--- src/rtl/uart_rx_ctrl.sv ---
// UART receive-path controller: RBR read sequencing, sticky line status, character timeout and RX interrupt.
// Optional character-timeout logic is built only when UART_RX_CTRL_TIMEOUT_EN is defined.
module uart_rx_ctrl #(
  parameter int unsigned TIMEOUT_CHARS = 4,
  parameter int unsigned CNT_W         = 12
) (
  input  logic       clk,
  input  logic       reset,
  input  logic       rx_en_i,
  input  logic       fifo_en_i,
  input  logic       tick_i,
  input  logic [1:0] data_bit_num_i,
  input  logic       parity_en_i,
  input  logic       stop_bit_num_i,
  input  logic       rx_data_valid_i,
  input  logic       parity_err_i,
  input  logic       stop_bit_err_i,
  input  logic       fifo_overrun_i,
  input  logic       fifo_empty_i,
  input  logic       fifo_triggered_i,
  input  logic       rd_req_i,
  input  logic       rd_lsr_i,
  input  logic [2:0] ier_i,
  output logic       fifo_pop_o,
  output logic       rd_ack_o,
  output logic [3:0] lsr_o,
  output logic [3:0] iir_o,
  output logic       int_o
);

  localparam logic [1:0] ST_IDLE = 2'd0;
  localparam logic [1:0] ST_POP  = 2'd1;
  localparam logic [1:0] ST_WAIT = 2'd2;
  localparam logic [1:0] ST_ACK  = 2'd3;

  localparam logic [3:0] IIR_NONE = 4'b0001;
  localparam logic [3:0] IIR_LINE = 4'b0110;
  localparam logic [3:0] IIR_DATA = 4'b0100;
  localparam logic [3:0] IIR_TMO  = 4'b1100;

  logic [1:0] state;
  logic [1:0] state_nxt;
  logic [3:0] lsr_nxt;
  logic [3:0] iir_nxt;
  logic       timeout_pend;
  logic       timeout_ie;

  // Read sequencer state register
  always_ff @(posedge clk) begin
    if (reset) begin
      state <= ST_IDLE;
    end else begin
      state <= state_nxt;
    end
  end

  // Next state: pop only when a FIFO entry exists, otherwise ack straight away
  always_comb begin
    state_nxt = state;
    case (state)
      ST_IDLE: begin
        if (rd_req_i) begin
          state_nxt = (fifo_en_i && !fifo_empty_i) ? ST_POP : ST_ACK;
        end
      end
      ST_POP:  state_nxt = ST_WAIT;
      ST_WAIT: state_nxt = ST_ACK;
      default: state_nxt = ST_IDLE;
    endcase
  end

  // Line status next value; set pulses win over the clear
  always_comb begin
    lsr_nxt = lsr_o;
    if (fifo_en_i) begin
      lsr_nxt[0] = !fifo_empty_i;
    end else if (rx_data_valid_i) begin
      lsr_nxt[0] = 1'b1;
    end else if (state == ST_ACK) begin
      lsr_nxt[0] = 1'b0;
    end
    lsr_nxt[1] = fifo_overrun_i || (!fifo_en_i && rx_data_valid_i && lsr_o[0]) ||
                 (lsr_o[1] && !rd_lsr_i);
    lsr_nxt[2] = parity_err_i || (lsr_o[2] && !rd_lsr_i);
    lsr_nxt[3] = stop_bit_err_i || (lsr_o[3] && !rd_lsr_i);
  end

  // Prioritised interrupt identification
  always_comb begin
    iir_nxt = IIR_NONE;
    if ((|lsr_o[3:1]) && ier_i[1]) begin
      iir_nxt = IIR_LINE;
    end else if ((fifo_en_i ? fifo_triggered_i : lsr_o[0]) && ier_i[0]) begin
      iir_nxt = IIR_DATA;
    end else if (timeout_pend && timeout_ie) begin
      iir_nxt = IIR_TMO;
    end
  end

  always_ff @(posedge clk) begin
    if (reset) begin
      fifo_pop_o <= 1'b0;
      rd_ack_o   <= 1'b0;
      lsr_o      <= 4'b0000;
      iir_o      <= IIR_NONE;
      int_o      <= 1'b0;
    end else begin
      fifo_pop_o <= (state_nxt == ST_POP);
      rd_ack_o   <= (state_nxt == ST_ACK);
      lsr_o      <= lsr_nxt;
      iir_o      <= iir_nxt;
      int_o      <= !iir_nxt[0];
    end
  end

`ifdef UART_RX_CTRL_TIMEOUT_EN
  logic [3:0]       char_bits;
  logic [CNT_W-1:0] timeout_thr;
  logic [CNT_W-1:0] timeout_cnt;
  logic             cnt_clr;
  logic             pend_clr;

  // Frame length in bits: start + data + parity + stop
  assign char_bits   = 4'd7 + 4'(data_bit_num_i) + 4'(parity_en_i) + 4'(stop_bit_num_i);
  assign timeout_thr = CNT_W'(TIMEOUT_CHARS * 32'd16 * 32'(char_bits));
  assign cnt_clr     = rx_data_valid_i || rd_req_i || fifo_empty_i || !fifo_en_i || !rx_en_i;
  assign pend_clr    = rd_req_i || rx_data_valid_i || fifo_empty_i;
  assign timeout_ie  = ier_i[2];

  // Saturating idle-tick counter and timeout pending flag
  always_ff @(posedge clk) begin
    if (reset) begin
      timeout_cnt  <= '0;
      timeout_pend <= 1'b0;
    end else begin
      if (cnt_clr) begin
        timeout_cnt <= '0;
      end else if (tick_i && (timeout_cnt != {CNT_W{1'b1}})) begin
        timeout_cnt <= timeout_cnt + CNT_W'(1);
      end
      if (pend_clr) begin
        timeout_pend <= 1'b0;
      end else if (timeout_cnt >= timeout_thr) begin
        timeout_pend <= 1'b1;
      end
    end
  end
`else
  logic unused_timeout;

  assign timeout_pend   = 1'b0;
  assign timeout_ie     = 1'b0;
  assign unused_timeout = ^{rx_en_i, tick_i, data_bit_num_i, parity_en_i, stop_bit_num_i,
                            ier_i[2], TIMEOUT_CHARS[0], CNT_W[0]};
`endif

endmodule

--- config.mk ---
export PLATFORM = sky130hd
export DESIGN_NAME = uart_rx_ctrl
export DESIGN_NICKNAME = d
export VERILOG_FILES = /design/src/rtl/uart_rx_ctrl.sv
export SDC_FILE = /design/constraint.sdc
export NUM_CORES = 1
export LEC_CHECK = 0
export ABC_AREA = 1
export CAP_MARGIN = 20
export CELL_PAD_IN_SITES_DETAIL_PLACEMENT = 1
export CELL_PAD_IN_SITES_GLOBAL_PLACEMENT = 2
export CORE_AREA = 2 2 57 59
export DETAILED_ROUTE_END_ITERATION = 8
export DIE_AREA = 0 0 59 61
export HOLD_SLACK_MARGIN = 0.15
export MAX_ROUTING_LAYER = met4
export PLACE_DENSITY_LB_ADDON = 0.1
export SYNTH_ARGS = -nofsm -noshare
export SYNTH_HDL_FRONTEND = slang
export SYNTH_SLANG_ARGS = --single-unit
--- constraint.sdc ---
create_clock -name clk -period 1.4 [get_ports clk]
set_input_delay 0.21 -clock clk [delete_from_list [all_inputs] [get_ports clk]]
set_output_delay 0.21 -clock clk [all_outputs]
set_load 0.1 [all_outputs]
**Yosys cells after proc, flatten, opt, wreduce, memory -nomap -nowiden**

Index checks and enable logic that the tools add are counted.

- Equality and inequality tests: 5
- Reductions and logical operators: 20
- Muxes and demuxes: 9

Operators with widths:

| cell | number |
|---|---|
| $logic_and 1x1->1 | 8 |
| $eq 2x2->1 const B | 3 |
| $mux 3 | 2 |
| $pmux 2 s3 | 1 |
| $eq 2x1->1 const B | 2 |
| $logic_not 1->1 | 4 |
| $logic_or 1x1->1 | 4 |
| $mux 1 | 4 |
| $mux 2 | 2 |
| $reduce_bool 3->1 | 1 |
| $reduce_or 3->1 | 1 |
| $logic_not 2->1 | 1 |
| $reduce_or 2->1 | 1 |

- Input port bits: 20
- Word-level logic and storage cells: 42
- Output and inout port bits: 11
- Register bits: 13

**Logic depth before layout (Yosys ltp)**

- Word-level depth: 6
- Depth in mapped cells: 8
- Mapped depth without buffers: 8

**Worst setup path before layout**

No wires, ideal clock.

- Path type: register to register
- Start: register lsr_o[0]
- End: register iir_o[0]
- Library setup time: 110 ps
- Clock period less this slack: 1,462 ps
- Path slack: -62 ps
- Stages on the path, launching flop included: 6
- Data required time: 1,290 ps
- Arrival: 1,352 ps
- Cells stage by stage: dfxtp_1 -> nand2_1 -> nand2_1 -> nand3_1 -> nand2_1 -> inv_1

- Cells in the longest elaborated chain, start to end: 4

RTL lines:

| element | RTL line | source |
|---|---|---|
| start, declared | 26 | `output logic [3:0] lsr_o,` |
| start signal, assigned | 110 | `lsr_o <= lsr_nxt;` |
| $mux 1 | 93 | `end else if ((fifo_en_i ? fifo_triggered_i : lsr_o[0]) && ier_i[0]) begin` |
| $logic_and 1x1->1 | 93 |  |
| $mux 3 | 93 |  |
| $mux 3 | 91 | `if ((\|lsr_o[3:1]) && ier_i[1]) begin` |
| end signal, assigned | 111 | `iir_o <= iir_nxt;` |
| end, declared | 27 | `output logic [3:0] iir_o,` |

Every way passes these cells.
A chain may end at the register's enable or synchronous reset.

**Worst setup path in the final report**

- Start: register state[1]
- End: register state[1]

- Cells in the longest elaborated chain, start to end: 2
- Elaborated cells on any way between the ends: 5
- Classes of those cells: eq/ne (2); mux (2); reduce/logical (1)

RTL lines:

| element | RTL line | source |
|---|---|---|
| start, declared | 41 | `logic [1:0] state;` |
| start signal, assigned | 53 | `state <= state_nxt;` |
| $eq 2x2->1 (tied with other cells) | 60 | `case (state)` |
| $pmux 2 s3 (*) | 60 |  |

Mark *: on every way between the ends. The rest lies on a longest branch, timed or not.

==> results by group <==
Outcome
  • Status: finished, final reports clean

CTS
  • Largest buffer count on any clock path: 2
  • Clk root buf: clkbuf_4
  • CTS hold repair buffers: 0
  • Worst-path clk slew: roughly 0.080 ns
  • CTS HTree Levels: 1
  • CTS buffer count: 3
  • Post CTS Setup Buffer Count: 0
  • Worst-Skew Late Latency: 0.27 ns
  • Clock Sinks: 12
  • CTS tree: yes
  • CTS resizes: 0

Drt
  • Starting DRT DRC Count: 4
  • Wirelength, routed: 1115 microns
  • # DRC: 0
  • Via/cell ratio: ~3.8
  • Routed Antenna Nets: 0
  • First-pass iteration count of the detailed router: 2
  • WL per Instance: about 9 microns
  • Vias: 470

Worst setup path
  • CP endpoint kind: register
  • Worst EP arrival: about 1.3 ns
  • Crit path kind: reg2reg
  • Worst reg2reg path depth: 8
  • Critical path required time: around 1.6 ns
  • Reg-to-reg slack, setup: 0.25 ns
  • Startpoint Class: register
  • Slowest CP cell: dfxtp_1
  • Crit-path cells: inv_1 -> ha_1 -> inv_2 -> nor2_1 -> nand2_1 -> nand2_2 -> nand2_2 -> nor2_1
  • CP bufs+invs: 2
  • Largest delay share family, worst path: flip-flops
  • CP Max Fanout: 5
  • CP peak stage delay: 0.41 ns
  • R2r endpoint: state[1]
  • Origin of the critical flop-to-flop path: state[1]

Yosys
  • #FFs+latches synth: 12
  • Post-Syn Instances: 64
  • Yosys top cell by area: dfxtp_1
  • Post-synth cell types: 17
  • Yosys Warn Count: 0
  • Yosys top cell area share: 47.41%
  • Sequential element share of the synthesized area: approximately 47%
  • Synth area leaders: dfxtp_1 (47%), ha_1 (7.4%), nand2_1 (7.4%)
  • Mean Syn Cell Area: just under 8 sq um
  • Syn nets: 87
  • Post-Synthesis Cell Area: 506.7 sq um

Global routing
  • All-layer global routing usage: approximately 7.4%
  • Initial antenna violation count: 0
  • Largest net degree at the start of global routing: 8
  • GRT overflow: 0
  • Vias in the first global route: around 460
  • Global-route wire length before repair: roughly 1900 microns

Hold path
  • Hold path start: parity_err_i
  • HP Class: in2reg
  • Worst hold stages: 3
  • Hold EP: lsr_o[2]

Floorplan
  • Boundary pin count: 31
  • Die area: 3599 sq um
  • Die W: ~59 microns
  • Area of the core: about 3000 sq um
  • Placement Rows: 20
  • Die Y: roughly 60 microns
  • Initial core utilization: 17.16%

Timing
  • Final Slew Violations: 0
  • Setup TNS: 0 ns
  • Fmax: just under 900 MHz
  • Final Worst Setup Slack: approximately 0.25 ns
  • Unrepaired setup endpoints after global routing: no
  • Worst Clk Skew: slightly below 0.0007 ns
  • Final Setup Violations: 0
  • Hold Worst Slack: ~0.53 ns
  • Fin. Hold Viols: 0
  • Final min period: around 1.2 ns
  • Period utilization: roughly 82%

Layout
  • Diodes inserted: 0
  • Share of layout cells above drive strength 1: about 33%
  • Area grow syn2layout: 79.26%
  • Final core occ: 30.76%
  • Layout Nets: about 110

Placed design
  • IO Port Bufs: 22
  • Dpl ws: between 0.1 and 0.15 ns
  • GP Congestion: 0.7065
  • Hpwl dp: approximately 940 microns

Job
  • Max-Cap Viols: 0

Pwr
  • Leakage power: ~0.00042 uW
  • Design Power: ~1600 uW
  • Power density cells: ~1700 nW/um^2
  • Worst IR Drop VDD: 0.0005475 V
==> synthesized netlist by cell type <==
library cell  count
dfxtp_1          12
nand2_1          10
nor2_1            8
inv_1             7
inv_2             5
a21oi_1           4
ha_1              3
nand3_1           3
a21oi_2           2
nand2_2           2
nand3_2           2
buf_4             1
clkinv_1          1
conb_1            1
nor2_2            1
nor3_1            1
o21ai_1           1
==> per-layer routing <==
metal  global-route usage [%]  vias to the layer above  share of wire [%]  routed length (microns)
li1                         -                      242                  -                        -
met1                    7.060                      212                 45                      497
met2                    12.54                       14                 48                      538
met3                    1.279                        2                4.6                       51
met4                    6.818                        0                2.4                       27
met5                        -                        -                  0                        0
==> tightest hold or removal path, stage by stage <==
cell and delay [ns]:
clkdlybuf4s50_1 0.40, a21oi_1 0.11, nor2_1 0.04
==> how the worst max path moves through the flow <==
stage,start,endpoint,slack (ns),depth (start not counted)
after CTS,state[1],state[1],0.22,8
final,state[1],state[1],0.25,8
after floorplan,lsr_o[1],iir_o[0],0.0003,5
after global routing,state[1],rd_ack_o,0.15,8
after detailed placement,reset,fifo_pop_o,0.13,4
after global placement,reset,fifo_pop_o,0.11,4
==> per-stage QoR <==
step | std cells | area [sq um]
finish | 123 | 908.4
global route | 123 | 908.4
CTS | 123 | 908.4
detailed placement | 119 | 872.1
global placement | 119 | 872.1
floorplan | 64 | 510.5
==> power breakdown <==
group          leakage [uW]  total (uW)  internal (uW)  switching, uW
Combinational      0.000300         813            292            521
Sequential         0.000100         481            413           68.3
Clock             0.0000210         274            158            116
==> area by class of cell <==
cell class	instances	area, sq um
fill	356	2044
multi-input combinational	38	210.2
clock buffer	4	36.28
sequential	12	244.0
inverter	13	48.80
tap	33	41.29
timing repair buffer	23	327.8
==> cell families (layout without fill, tap and decap cells) <==
logic type	Yosys count	count (layout)	synth area share (%)
buffers and inverters	14	40	11.11
AOI/OAI and AO/OA	7	7	8.395
adders and majority gates	3	3	7.408
DFF	12	12	47.41
other	1	1	0.7400
and+or+nand+nor	27	27	24.94
==> placed cells by master (no fill, tap or decap) <==
cell	netlist	routed
nand3_1	3	3
nor2_2	1	1
ha_1	3	3
inv_2	5	5
nor3_1	1	1
clkbuf_8	0	1
dfxtp_1	12	9
dfxtp_2	0	3
buf_4	1	1
buf_12	0	10
nand3_2	2	2
clkinv_1	1	1
nand2_1	10	10
a21oi_1	4	4
inv_1	7	7
clkbuf_4	0	3
clkdlybuf4s50_1	0	12
conb_1	1	1
a21oi_2	2	2
nor2_1	8	8
nand2_2	2	2
o21ai_1	1	1
==> registers in the layout, indices dropped and copies added (netlist names) <==
register,flops
lsr_o,4
iir_o,3
state,2
fifo_pop_o,1
int_o,1
rd_ack_o,1
No activity file was read; power rests on OpenSTA's default activity.
